File: src/rtl/product_accumulator.sv
// rtl/product_accumulator.sv - sums signed products from a fixed-latency multiplier into dot-product results
// Ports:
//   clk           single clock, all state on the rising edge
//   rst           synchronous reset, active-high
//   in_valid      issuer presents an operand pair to the multiplier this cycle
//   in_last       qualifies in_valid; final pair of a vector
//   in_ready      issue permitted this cycle (issue = in_valid && in_ready)
//   prod          multiplier product, signed 2*WIDTH bits
//   out_valid     result registers hold a completed vector
//   out_ready     consumer accepts the result
//   out_sum       signed sum of the vector's products
//   out_count     number of products in the vector
//   out_overflow  vector exceeded 2^LEN_WIDTH elements; out_sum not guaranteed
module product_accumulator #(
  parameter int WIDTH     = 8,
  parameter int LATENCY   = WIDTH + 1,
  parameter int LEN_WIDTH = 8,
  parameter int ACC_WIDTH = 2*WIDTH + LEN_WIDTH
) (
  input  logic                        clk,
  input  logic                        rst,
  input  logic                        in_valid,
  input  logic                        in_last,
  output logic                        in_ready,
  input  logic signed [2*WIDTH-1:0]   prod,
  output logic                        out_valid,
  input  logic                        out_ready,
  output logic signed [ACC_WIDTH-1:0] out_sum,
  output logic [LEN_WIDTH:0]          out_count,
  output logic                        out_overflow
);

  typedef enum logic {EMPTY, ACCUM} state_t;

  localparam logic [LEN_WIDTH:0] CNT_MAX = {1'b1, {LEN_WIDTH{1'b0}}};

  state_t                      state;
  logic [LATENCY-1:0]          dl_v;
  logic [LATENCY-1:0]          dl_l;
  logic signed [ACC_WIDTH-1:0] acc;
  logic [LEN_WIDTH:0]          cnt;
  logic                        ovf;
  logic                        last_inflight;

  logic                        issue;
  logic                        tv;
  logic                        tl;
  logic signed [ACC_WIDTH-1:0] prod_ext;
  logic signed [ACC_WIDTH-1:0] acc_base;
  logic signed [ACC_WIDTH-1:0] acc_next;
  logic [LEN_WIDTH:0]          cnt_base;
  logic [LEN_WIDTH:0]          cnt_next;
  logic                        ovf_base;
  logic                        ovf_next;

  // A pending last in the pipe, or an unaccepted result, blocks new issues so
  // that a completion can never land on top of a result still being held.
  assign in_ready = !last_inflight && !(out_valid && !out_ready);
  assign issue    = in_valid && in_ready;

  // Tail of the delay line lines up with prod.
  assign tv = dl_v[LATENCY-1];
  assign tl = dl_l[LATENCY-1];

  always_comb begin
    prod_ext = ACC_WIDTH'(prod);
    // The first element of a vector starts from zero regardless of register contents.
    acc_base = (state == EMPTY) ? '0 : acc;
    cnt_base = (state == EMPTY) ? '0 : cnt;
    ovf_base = (state == ACCUM) && ovf;
    acc_next = acc_base + prod_ext;
    if (cnt_base == CNT_MAX) begin
      // Already at the maximum length: any further product overflows the vector.
      cnt_next = CNT_MAX;
      ovf_next = 1'b1;
    end else begin
      cnt_next = cnt_base + 1'b1;
      ovf_next = ovf_base;
    end
  end

  always_ff @(posedge clk) begin
    if (rst) begin
      state         <= EMPTY;
      dl_v          <= '0;
      dl_l          <= '0;
      acc           <= '0;
      cnt           <= '0;
      ovf           <= 1'b0;
      last_inflight <= 1'b0;
      out_valid     <= 1'b0;
      out_sum       <= '0;
      out_count     <= '0;
      out_overflow  <= 1'b0;
    end else begin
      dl_v[0] <= issue;
      dl_l[0] <= in_last;
      for (int i = 1; i < LATENCY; i++) begin
        dl_v[i] <= dl_v[i-1];
        dl_l[i] <= dl_l[i-1];
      end

      // A new last issue wins over the tail last retiring on the same edge.
      if (issue && in_last) begin
        last_inflight <= 1'b1;
      end else if (tv && tl) begin
        last_inflight <= 1'b0;
      end

      if (out_valid && out_ready) begin
        out_valid <= 1'b0;
      end

      if (tv) begin
        if (tl) begin
          out_sum      <= acc_next;
          out_count    <= cnt_next;
          out_overflow <= ovf_next;
          out_valid    <= 1'b1;
          acc          <= '0;
          cnt          <= '0;
          ovf          <= 1'b0;
          state        <= EMPTY;
        end else begin
          acc   <= acc_next;
          cnt   <= cnt_next;
          ovf   <= ovf_next;
          state <= ACCUM;
        end
      end
    end
  end

endmodule

File: config.mk
export PLATFORM = sky130hd
export DESIGN_NAME = product_accumulator
export DESIGN_NICKNAME = d
export VERILOG_FILES = /design/src/rtl/product_accumulator.sv
export SDC_FILE = /design/constraint.sdc
export NUM_CORES = 1
export LEC_CHECK = 0
export CORE_MARGIN = 5
export CORE_UTILIZATION = 50
export CTS_CLUSTER_SIZE = 8
export DETAILED_ROUTE_END_ITERATION = 10
export PLACE_DENSITY = 0.85
export SLEW_MARGIN = 20
export SYNTH_ARGS = -nofsm -noshare
export SYNTH_HDL_FRONTEND = slang
export SYNTH_SLANG_ARGS = --single-unit
File: constraint.sdc
create_clock -name clk -period 2.98 [get_ports clk]
set_input_delay 0.596 -clock clk [delete_from_list [all_inputs] [get_ports clk]]
set_output_delay 0.596 -clock clk [all_outputs]
set_load 0.005 [all_outputs]
==> flow_metrics.env, run 1 <==
export IMPL_initial_core_util=0.5111
export IMPL_critical_path_max_fanout=8
export IMPL_cts_clk_slew_worst_paths_ps=100
export IMPL_worst_ir_drop_vdd_uv=269.3
export IMPL_dieArea_um2=10850
export IMPL_met1Wirelength_mm=5.354
export IMPL_share_seq_of_total_power=0.546
export IMPL_dominantRegCellSynth="sky130_fd_sc_hd__dfxtp_1"
export IMPL_syn_to_final_growth_pct=26.15
export IMPL_grt_pass1_wl_mm=19.13
export IMPL_post_layout_total_power_uw=2189
export IMPL_cp_end_kind="flip-flop"
export IMPL_clkPwrFrac=0.380
export IMPL_post_synthesis_sequential_area_ratio=0.4017
export IMPL_cellLeakagePower_uw=0.002360
export IMPL_post_cts_hold_buffer_count=0
export IMPL_vias=4032
export IMPL_pre_cts_slack_ps=-143.3
export IMPL_drv_slew=0
export IMPL_netlist_cell_type_count=45
export IMPL_fmax_mhz=361.1
export IMPL_power_switching_uw=589.5
export IMPL_yosys_warnings=0
export IMPL_num_nets_final=648
export IMPL_top_metal_used="met4"
export IMPL_clk_insertion_delay_late_ps=370
export IMPL_globalRouteOverflowTotal=0
export IMPL_async_reset_ff_frac=0
export IMPL_number_of_synthesized_flops_with_an_enable_pin=0
export IMPL_layout_commonest_cell="sky130_fd_sc_hd__dfxtp_1"
export IMPL_most_common_layout_cells="89 x sky130_fd_sc_hd__dfxtp_1, 56 x sky130_fd_sc_hd__clkdlybuf4s50_1, 49 x sky130_fd_sc_hd__buf_4"
export IMPL_worstSetupStartpointType="input port"
export IMPL_die_height_um=104.2
export IMPL_synthAdderAreaFrac=0.07504
export IMPL_syn_cell_area_um2=4436
export IMPL_drc=0
export IMPL_core_area_um2=8678
export IMPL_postSynthRegisterBits=89
export IMPL_post_route_period_util=0.9293
export IMPL_tightest_slew_ps=758.9
export IMPL_drt_total_wl_mm=11.40
export IMPL_final_setup_worst_slack_ps=210.6
export IMPL_timing_critical_path_arrival_ps=3040
export IMPL_setup_viols_final=0
export IMPL_avgSynthCellArea_um2=8.663
export IMPL_critical_path_class="input port to flip-flop"
export IMPL_place_port_buffers=56
export IMPL_drtIter0Drc=263
export IMPL_synth_simple_gate_area_share=0.2166
export IMPL_routabilityCongestion=0.9176
export IMPL_cp_required_ps=3250
export IMPL_boundaryPins=57
export IMPL_drv_max_cap_violation_count=0
export IMPL_max_clock_path_buffers=2
export IMPL_rsz0062_at_grt="false"
export IMPL_min_delay_path_class="flip-flop to flip-flop"
export IMPL_post_cts_setup_inserts=0
export IMPL_finalNonFillerCells=714
export IMPL_post_synth_xor_area_fraction=0.04937
export IMPL_hold_ws_ps=441.0
export IMPL_post_cts_resized_instances=0
export IMPL_wl_per_cell_um=15.96
export IMPL_h_tree_depth=3
export IMPL_cts_buffers=9
export IMPL_synth_net_count=559
export IMPL_antenna_found_initial=0
export IMPL_largest_net_degree_at_the_start_of_global_routing=28
export IMPL_internal_power_uw=1599
export IMPL_floorplan_die_width_um=104.2
export IMPL_drive_above_1_share=0.1188
export IMPL_synth_mux_area_frac=0.009027
export IMPL_std_cell_rows=34
export IMPL_synth_compound_area_share=0.2158
export IMPL_route_detailed_vias_per_inst=5.647
export IMPL_final_min_clock_period_ps=2769
export IMPL_met2_wirelength_mm=5.311
export IMPL_comb_power_share=0.074
export IMPL_track_usage=0.2101
export IMPL_tritoncts_num_sinks=89
export IMPL_met3_length_um=436
export IMPL_cts_root_buf="sky130_fd_sc_hd__clkbuf_8"
export IMPL_drtAntennaViolNets=0
export IMPL_hold_viol=0
export IMPL_power_density_nw_per_um2=391.2
export IMPL_fin_skew_ps=12.88
export IMPL_tritoncts="yes"
export IMPL_outcome="completed"
export IMPL_dominant_combinational_cell_family_by_area_after_synthesis="simple AND/OR/NAND/NOR gates"
export IMPL_dpl_cell_count=698
export IMPL_synth_cells=512
export IMPL_detailed_place_hpwl_mm=8.352
export IMPL_max_slew_margin_rel=0.4935
export IMPL_insertedDiodeCount=0
export IMPL_number_of_global_route_vias_before_repair=3910
export IMPL_detail_route_first_pass_iterations=5
export IMPL_switching_part_of_the_total_power=0.2693
## layout make-up
type | count | area [um^2]
fill | 719 | 3083
multi-input combinational | 387 | 2519
sequential | 89 | 1782
timing repair buffer | 105 | 928.4
tap | 108 | 135.1
clock buffer | 9 | 123.9
clock inverter | 7 | 73.82
inverter | 9 | 33.78
## worst max-delay path: stages
cell	delay, ps
sky130_fd_sc_hd__clkdlybuf4s50_1	600
sky130_fd_sc_hd__ha_1	440
sky130_fd_sc_hd__a21oi_1	250
sky130_fd_sc_hd__o21ai_0	220
sky130_fd_sc_hd__a211oi_1	330
sky130_fd_sc_hd__nor2_1	80
sky130_fd_sc_hd__or3_1	330
sky130_fd_sc_hd__a22o_1	200
## metrics by stage
step                setup TNS, ps  utilization  instance area [um^2]
detailed placement         -783.5       0.6220                  5398
finish                          0       0.6448                  5595
global route                    0       0.6448                  5595
floorplan                       0            -                  4436
global placement           -440.3       0.6214                  5393
CTS                             0       0.6448                  5595
## metal layers
metal / track usage / vias to the layer above
li1: - / 1995
met3: 0.03414 / 18
met1: 0.2785 / 1921
met2: 0.3397 / 98
met4: 0.08511 / 0
met5: 0 / -
## worst paths after layout
kind	from	to	slack, ps	depth (start not counted)
worst min register to register	dl_v[7]	dl_v[8]	440	1
worst min-delay path	dl_v[7]	dl_v[8]	440	1
worst max register to register	state	out_sum[16]	330	10
worst max-delay path	prod[15]	acc[23]	210	8
## kinds of logic (layout without fill, tap and decap cells)
| kind of cell | after synthesis | in the layout |
|---|---|---|
| buffers and inverters | 36 | 130 |
| AOI/OAI and AO/OA | 139 | 139 |
| adders and majority gates | 26 | 26 |
| and+or+nand+nor | 193 | 193 |
| muxes | 4 | 4 |
| xor gates and xnor gates | 25 | 25 |
| DFF | 89 | 89 |
## state kept, by name (all words and copies together), names as in the netlist
signal and flops:
acc 24, cnt 9, dl_l 9, dl_v 9
last_inflight 1, out_count 9, out_overflow 1, out_sum 24
out_valid 1, ovf 1, state 1
## synthesized netlist by cell type (all sizes together) (6+ instances only)
| cell | number | area, um^2 |
|---|---|---|
| nor2b | 36 | 225.2 |
| a22o | 39 | 341.6 |
| dfxtp | 89 | 1782 |
| nand2 | 39 | 146.4 |
| inv | 9 | 33.78 |
| nand4 | 7 | 43.79 |
| nor3 | 9 | 45.04 |
| clkbuf | 24 | 90.09 |
| xnor2 | 10 | 87.58 |
| nand3 | 15 | 75.07 |
| o21ai | 23 | 115.1 |
| nor2 | 49 | 183.9 |
| xor2 | 15 | 131.4 |
| a21oi | 38 | 197.7 |
| a21o | 8 | 60.06 |
| a31oi | 6 | 37.54 |
| ha | 25 | 312.8 |
| nand2b | 6 | 37.54 |
| and2 | 23 | 143.9 |
## power groups by stage
stage	clock network (uW)	logic (uW)	registers, uW
after global placement	0	157	1220
after floorplan	0	83.3	1220
final	831	162	1200
after global routing	900	176	1200
after detailed placement	0	160	1220
after CTS	843	161	1200
(Power assumes the default switching activity.)
==> inputs of run 2 (changes only) <==
Settings changed: CTS_CLUSTER_SIZE 8 to 30.
==> results of run 2 <==
Final layout, timing and power as in run 1 (identical DEF).
